==> config.mk <==
export PLATFORM = sky130hd
export DESIGN_NAME = rot_sched_ctrl
export DESIGN_NICKNAME = d
export VERILOG_FILES = /design/src/rtl/rot_sched_ctrl.sv
export SDC_FILE = /design/constraint.sdc
export NUM_CORES = 1
export LEC_CHECK = 0
export BUFFER_PORTS_ARGS = -buffer_cell sky130_fd_sc_hd__buf_2
export CAP_MARGIN = 15
export CORE_MARGIN = 2
export CORE_UTILIZATION = 36
export DETAILED_ROUTE_END_ITERATION = 6
export PLACE_DENSITY = 0.75
export SYNTH_ARGS = -nofsm -noshare
export SYNTH_HDL_FRONTEND = slang
export SYNTH_SLANG_ARGS = --single-unit
==> constraint.sdc <==
create_clock -name clk1 -period 4.2 [get_ports clk1]
set_clock_uncertainty 0.1 [all_clocks]
set_input_delay 1.05 -clock clk1 [delete_from_list [all_inputs] [get_ports clk1]]
set_output_delay 1.05 -clock clk1 [all_outputs]
set_load 0.05 [all_outputs]
==> src/rtl/rot_sched_ctrl.sv <==
// Iterative controller for the 8-lane byte-rotation network: runs ROUNDS rotation
// rounds on a 64-bit word, feeding each network result back, then hands it off over valid/ready.
module rot_sched_ctrl #(
   parameter int ROUNDS = 4,
   parameter int LAT    = 1
) (
   input  logic                  clk1,
   input  logic                  rst_n,
   input  logic                  in_valid,
   output logic                  in_ready,
   input  logic [31:0]           in_r1,
   input  logic [31:0]           in_r2,
   input  logic [3*ROUNDS-1:0]   in_sched,
   input  logic                  abort,
   output logic                  sm_en,
   output logic [2:0]            sm_sel,
   output logic [31:0]           sm_r1,
   output logic [31:0]           sm_r2,
   input  logic [63:0]           sm_out,
   output logic                  out_valid,
   input  logic                  out_ready,
   output logic [63:0]           out_data,
   output logic                  busy,
   output logic [2:0]            round_idx
);

   typedef enum logic [1:0] {IDLE, ROT, DONE} state_t;

   localparam logic [1:0] LAT_CNT    = 2'(LAT);
   localparam logic [2:0] LAST_ROUND = 3'(ROUNDS - 1);

   state_t                state_reg, state_next;
   logic [63:0]           data_reg, data_next;
   logic [3*ROUNDS-1:0]   sched_reg, sched_next;
   logic [2:0]            round_reg, round_next;
   logic [1:0]            cnt_reg, cnt_next;
   logic [2:0]            sched_arr [0:7];

   // Pad unused schedule slots so round_reg can index a fixed 8-entry table.
   generate
      for (genvar gi = 0; gi < 8; gi++) begin : g_sched
         if (gi < ROUNDS) begin : g_used
            assign sched_arr[gi] = sched_reg[3*gi +: 3];
         end else begin : g_pad
            assign sched_arr[gi] = 3'd0;
         end
      end
   endgenerate

   always_ff @(posedge clk1) begin
      if (!rst_n) begin
         state_reg <= IDLE;
         data_reg  <= '0;
         sched_reg <= '0;
         round_reg <= '0;
         cnt_reg   <= '0;
      end else begin
         state_reg <= state_next;
         data_reg  <= data_next;
         sched_reg <= sched_next;
         round_reg <= round_next;
         cnt_reg   <= cnt_next;
      end
   end

   always_comb begin
      state_next = state_reg;
      data_next  = data_reg;
      sched_next = sched_reg;
      round_next = round_reg;
      cnt_next   = cnt_reg;
      in_ready   = 1'b0;
      sm_en      = 1'b0;
      sm_sel     = 3'd0;
      sm_r1      = 32'd0;
      sm_r2      = 32'd0;
      out_valid  = 1'b0;
      out_data   = 64'd0;

      case (state_reg)
         IDLE: begin
            in_ready = 1'b1;
            if (in_valid) begin
               data_next  = {in_r1, in_r2};
               sched_next = in_sched;
               round_next = 3'd0;
               cnt_next   = 2'd0;
               state_next = ROT;
            end
         end

         ROT: begin
            sm_en  = 1'b1;
            sm_sel = sched_arr[round_reg];
            sm_r1  = data_reg[63:32];
            sm_r2  = data_reg[31:0];
            if (abort) begin
               round_next = 3'd0;
               cnt_next   = 2'd0;
               state_next = IDLE;
            end else if (cnt_reg == LAT_CNT) begin
               // Network inputs have been stable for LAT cycles, so sm_out is valid.
               data_next = sm_out;
               cnt_next  = 2'd0;
               if (round_reg == LAST_ROUND) begin
                  state_next = DONE;
               end else begin
                  round_next = round_reg + 3'd1;
               end
            end else begin
               cnt_next = cnt_reg + 2'd1;
            end
         end

         DONE: begin
            out_valid = 1'b1;
            out_data  = data_reg;
            if (abort || out_ready) begin
               round_next = 3'd0;
               state_next = IDLE;
            end
         end

         default: begin
            state_next = IDLE;
         end
      endcase
   end

   assign busy      = (state_reg != IDLE);
   assign round_idx = round_reg;

endmodule

==> out/summary.md <==
Setup repair after global routing left no endpoint under its margin. The flow ran to the end, and the final reports show no timing, DRC or antenna violations. Yosys printed 0 warnings.

The share of synthesized area in the top cell type comes to 34.80%. Static timing analysis puts the maximum clock frequency at 303.4 MHz. The number of buffers on the longest clock path came out at 2. The minimum period implied by the final worst setup slack was 3.296 ns. The CTS H-tree depth came out at 3. The logs give 87 for the largest net degree at the start of global routing and 932 for the count of nets after finishing.

Relative to the synthesized area, the layout overhead comes to 36.14%. Counting flops and latches in the post-synthesis netlist gives 83. The number of flip-flops in the largest register was 64.

In this run the worst hold path is classified as flip-flop to flip-flop. The actual transition at the worst max-transition pin is 0.8613 ns. Data arrives at the worst endpoint at 2.15 ns.

The met2 wirelength from detailed routing is 6.684 mm. Summed over all instances, the cell type with the most area after synthesis is sky130_fd_sc_hd__dfxtp_1. For this configuration, the core starts out at a cell density of 36.49%.

The die is 119.2 um wide. Highest ir drop seen on vdd: 0.1375 mV. The type of the setup path with the least slack is flip-flop to primary output. 283 I/O pins were placed. After filler insertion, the fill cell instance count of the layout stands at 1254. In this run the vertical extent of the chip is 119.2 um.

Setup violations remaining at the end of the flow were counted as 0. Clock tree synthesis inserted a total of 9 buffers. The highest layer touched by signal routing is met4. Leaving out fill and tap cells, the most frequent cells in the layout are 282 x sky130_fd_sc_hd__buf_2, 129 x sky130_fd_sc_hd__and2_1, 92 x sky130_fd_sc_hd__nand2_1. The core region is 0.01309 mm2. Sorting the synthesized cells by area gives the leading types as sky130_fd_sc_hd__dfxtp_1 35%, sky130_fd_sc_hd__and2_1 17%, sky130_fd_sc_hd__mux2i_1 14%.

The run gives 0 as the number of pins with negative max-slew slack in the final report. Of the cells placed in the final design, the portion with a size suffix greater than 1 is 39.16%. The cell at the root of the clock tree is sky130_fd_sc_hd__clkbuf_16. The tightest slew margin relative to the limit is 42.58%, and the number of DRC markers after the initial detailed-route iteration is 194.

After clock tree synthesis, the clock-pin slew on the worst setup and hold paths is 0.06 ns. The post-cts hold buffer count is 0. Setup total negative slack on the finished layout was measured at 0 ns. Most common cell after layout, fill and taps aside: sky130_fd_sc_hd__buf_2. Number of hold violations in the final report: 0.

Once the clock tree was built, the setup fixing pass inserted 0 buffers. The synthesized instance count was 532. The first global-routing pass estimated 21.32 mm of wire.

The number of antenna diodes in the final layout is 0. In this run the mean area of a mapped cell was 8.975 um2. The tightest hold path in the finished design has a slack of 0.3680 ns. The overall global routing resource usage was 18.52%.

Dividing the detail-routed wire length by the instance count gives 13.97 um. The sort of element at the start of the critical path was a flip-flop. Counting distinct cell types in the post-synthesis netlist gives 25.

The max-cap check violation count came out at 0. For the via count of the first global-routing pass, the log shows 4266. Gates resized during post-CTS repair numbered 0. The tools report the number of standard-cell rows in the floorplan as 42. The clock reaches the later pin of the worst-skew pair after 0.32 ns.

The count of input and output buffers works out to 282. The worst setup path is captured at a primary output. TritonCTS built the clock tree. The floorplan step defined a die boundary enclosing 0.01420 mm2. The power per standard cell area works out to 312.6 mW/mm2. Global routing finished with a remaining overflow of 0.

The analysis attributes to cell leakage a power of 0.003842 uW. The synthesized netlist occupies a cell area of 0.004775 mm2. Counting every sink on the clock net gives 83. Before antenna repair, the detailed router went through 6 iterations.

The number of antenna violations at the first check in global routing was 0; the critical path required time was 3.05 ns. In the detailed route, the total length drawn on met3 is 846 um. The tools report the area of the multi-input gates as 0.002856 mm2. Of all nets on the critical path, the largest fanout is 39.

Dividing the detail-routed via count by the number of cells gives 4.750. The sequential cells in the finished layout cover a total of 0.001665 mm2. The total wire length after detailed routing is 13.48 mm. Of the available clock period, the critical path in the final layout requires 78.47%. The run gives 0 as the number of nets with antenna violations after routing. The congestion estimate from routability-driven global placement came to 0.8117. The HPWL after detailed placement is 9.790 mm. The run gives 4584 as the total vias in the final route. Register area share after synthesis: 34.80%. In the routed design, unresolved DRC markers number 0. The number of nets handed over by synthesis was 679. The detailed router put a total of 5.701 mm of wire on met1.
## where the power goes
group / total, uW / switching [uW] / leakage [uW] / internal, uW
registers: 907 / 55.5 / 0.000687 / 852
clock network: 709 / 297 / 0.000124 / 412
logic: 415 / 239 / 0.00303 / 176
total: 2030 / 591 / 0.00384 / 1440
## layer usage
layer,up-vias,global-route usage [%]
li1,2309,-
met1,2081,21.90
met2,180,33.05
met3,14,3.161
met4,0,7.589
met5,-,0
## synthesized netlist by cell type (all sizes together)
master   number
and2        129
nand2        92
dfxtp        83
mux2i        68
o211a        65
buf          26
clkbuf       21
a21boi       12
nand2b        5
nor2          4
a21oi         3
and3          3
inv           3
mux4          3
nand3b        3
nor2b         3
ha            2
nand3         1
nand4bb       1
nor3          1
nor3b         1
o21ai         1
o21bai        1
o2bb2ai       1
## critical path, cell delays in order, from the launching register on
cell	delay, ns
sky130_fd_sc_hd__dfxtp_4	0.69
sky130_fd_sc_hd__nand2b_1	0.17
sky130_fd_sc_hd__inv_1	0.11
sky130_fd_sc_hd__buf_4	0.33
sky130_fd_sc_hd__and2_1	0.22
sky130_fd_sc_hd__buf_2	0.27
## stage by stage
| stage | total power [uW] | cell area, um2 | cells | util [%] | worst slack, ns |
|---|---|---|---|---|---|
| finish | 2032 | 6500 | 965 | 49.67 | 0.9042 |
| global route | 2135 | 6500 | 965 | 49.67 | 0.7596 |
| CTS | 2067 | 6500 | 965 | 49.67 | 0.8526 |
| detailed placement | 1343 | 6230 | 950 | 47.61 | 1.216 |
| global placement | 1335 | 6230 | 950 | 47.61 | 1.261 |
| floorplan | 1209 | 4775 | 532 | - | 1.326 |
## cell type report
type | instances | area share, %
multi-input cells | 399 | 43.95
flip-flops and latches | 83 | 25.62
repair buffers | 289 | 22.71
clock buffers | 11 | 3.734
well taps | 176 | 3.388
clock inverters | 4 | 0.4235
inverters | 3 | 0.1732
## kinds of logic (layout without fill, tap and decap cells)
| logic type | after synthesis | in the layout | synth area share (%) |
|---|---|---|---|
| AOI/OAI and AO/OA | 83 | 83 | 16.27 |
| adders and majority gates | 2 | 2 | 0.5240 |
| buffers and inverters | 50 | 307 | 5.765 |
| DFF | 83 | 83 | 34.80 |
| muxes | 71 | 71 | 15.67 |
| and+or+nand+nor | 243 | 243 | 26.97 |
## final timing paths
check	from	end	slack [ns]	depth (start not counted)
setup / recovery	state_reg[0]	sm_r1[30]	0.90	5
hold / removal	sched_reg[9]	sched_reg[9]	0.37	2
setup reg to reg	state_reg[0]	data_reg[22]	1.79	5
hold reg to reg	sched_reg[9]	sched_reg[9]	0.37	2
Note: power is estimated with default switching activity, not from simulation.
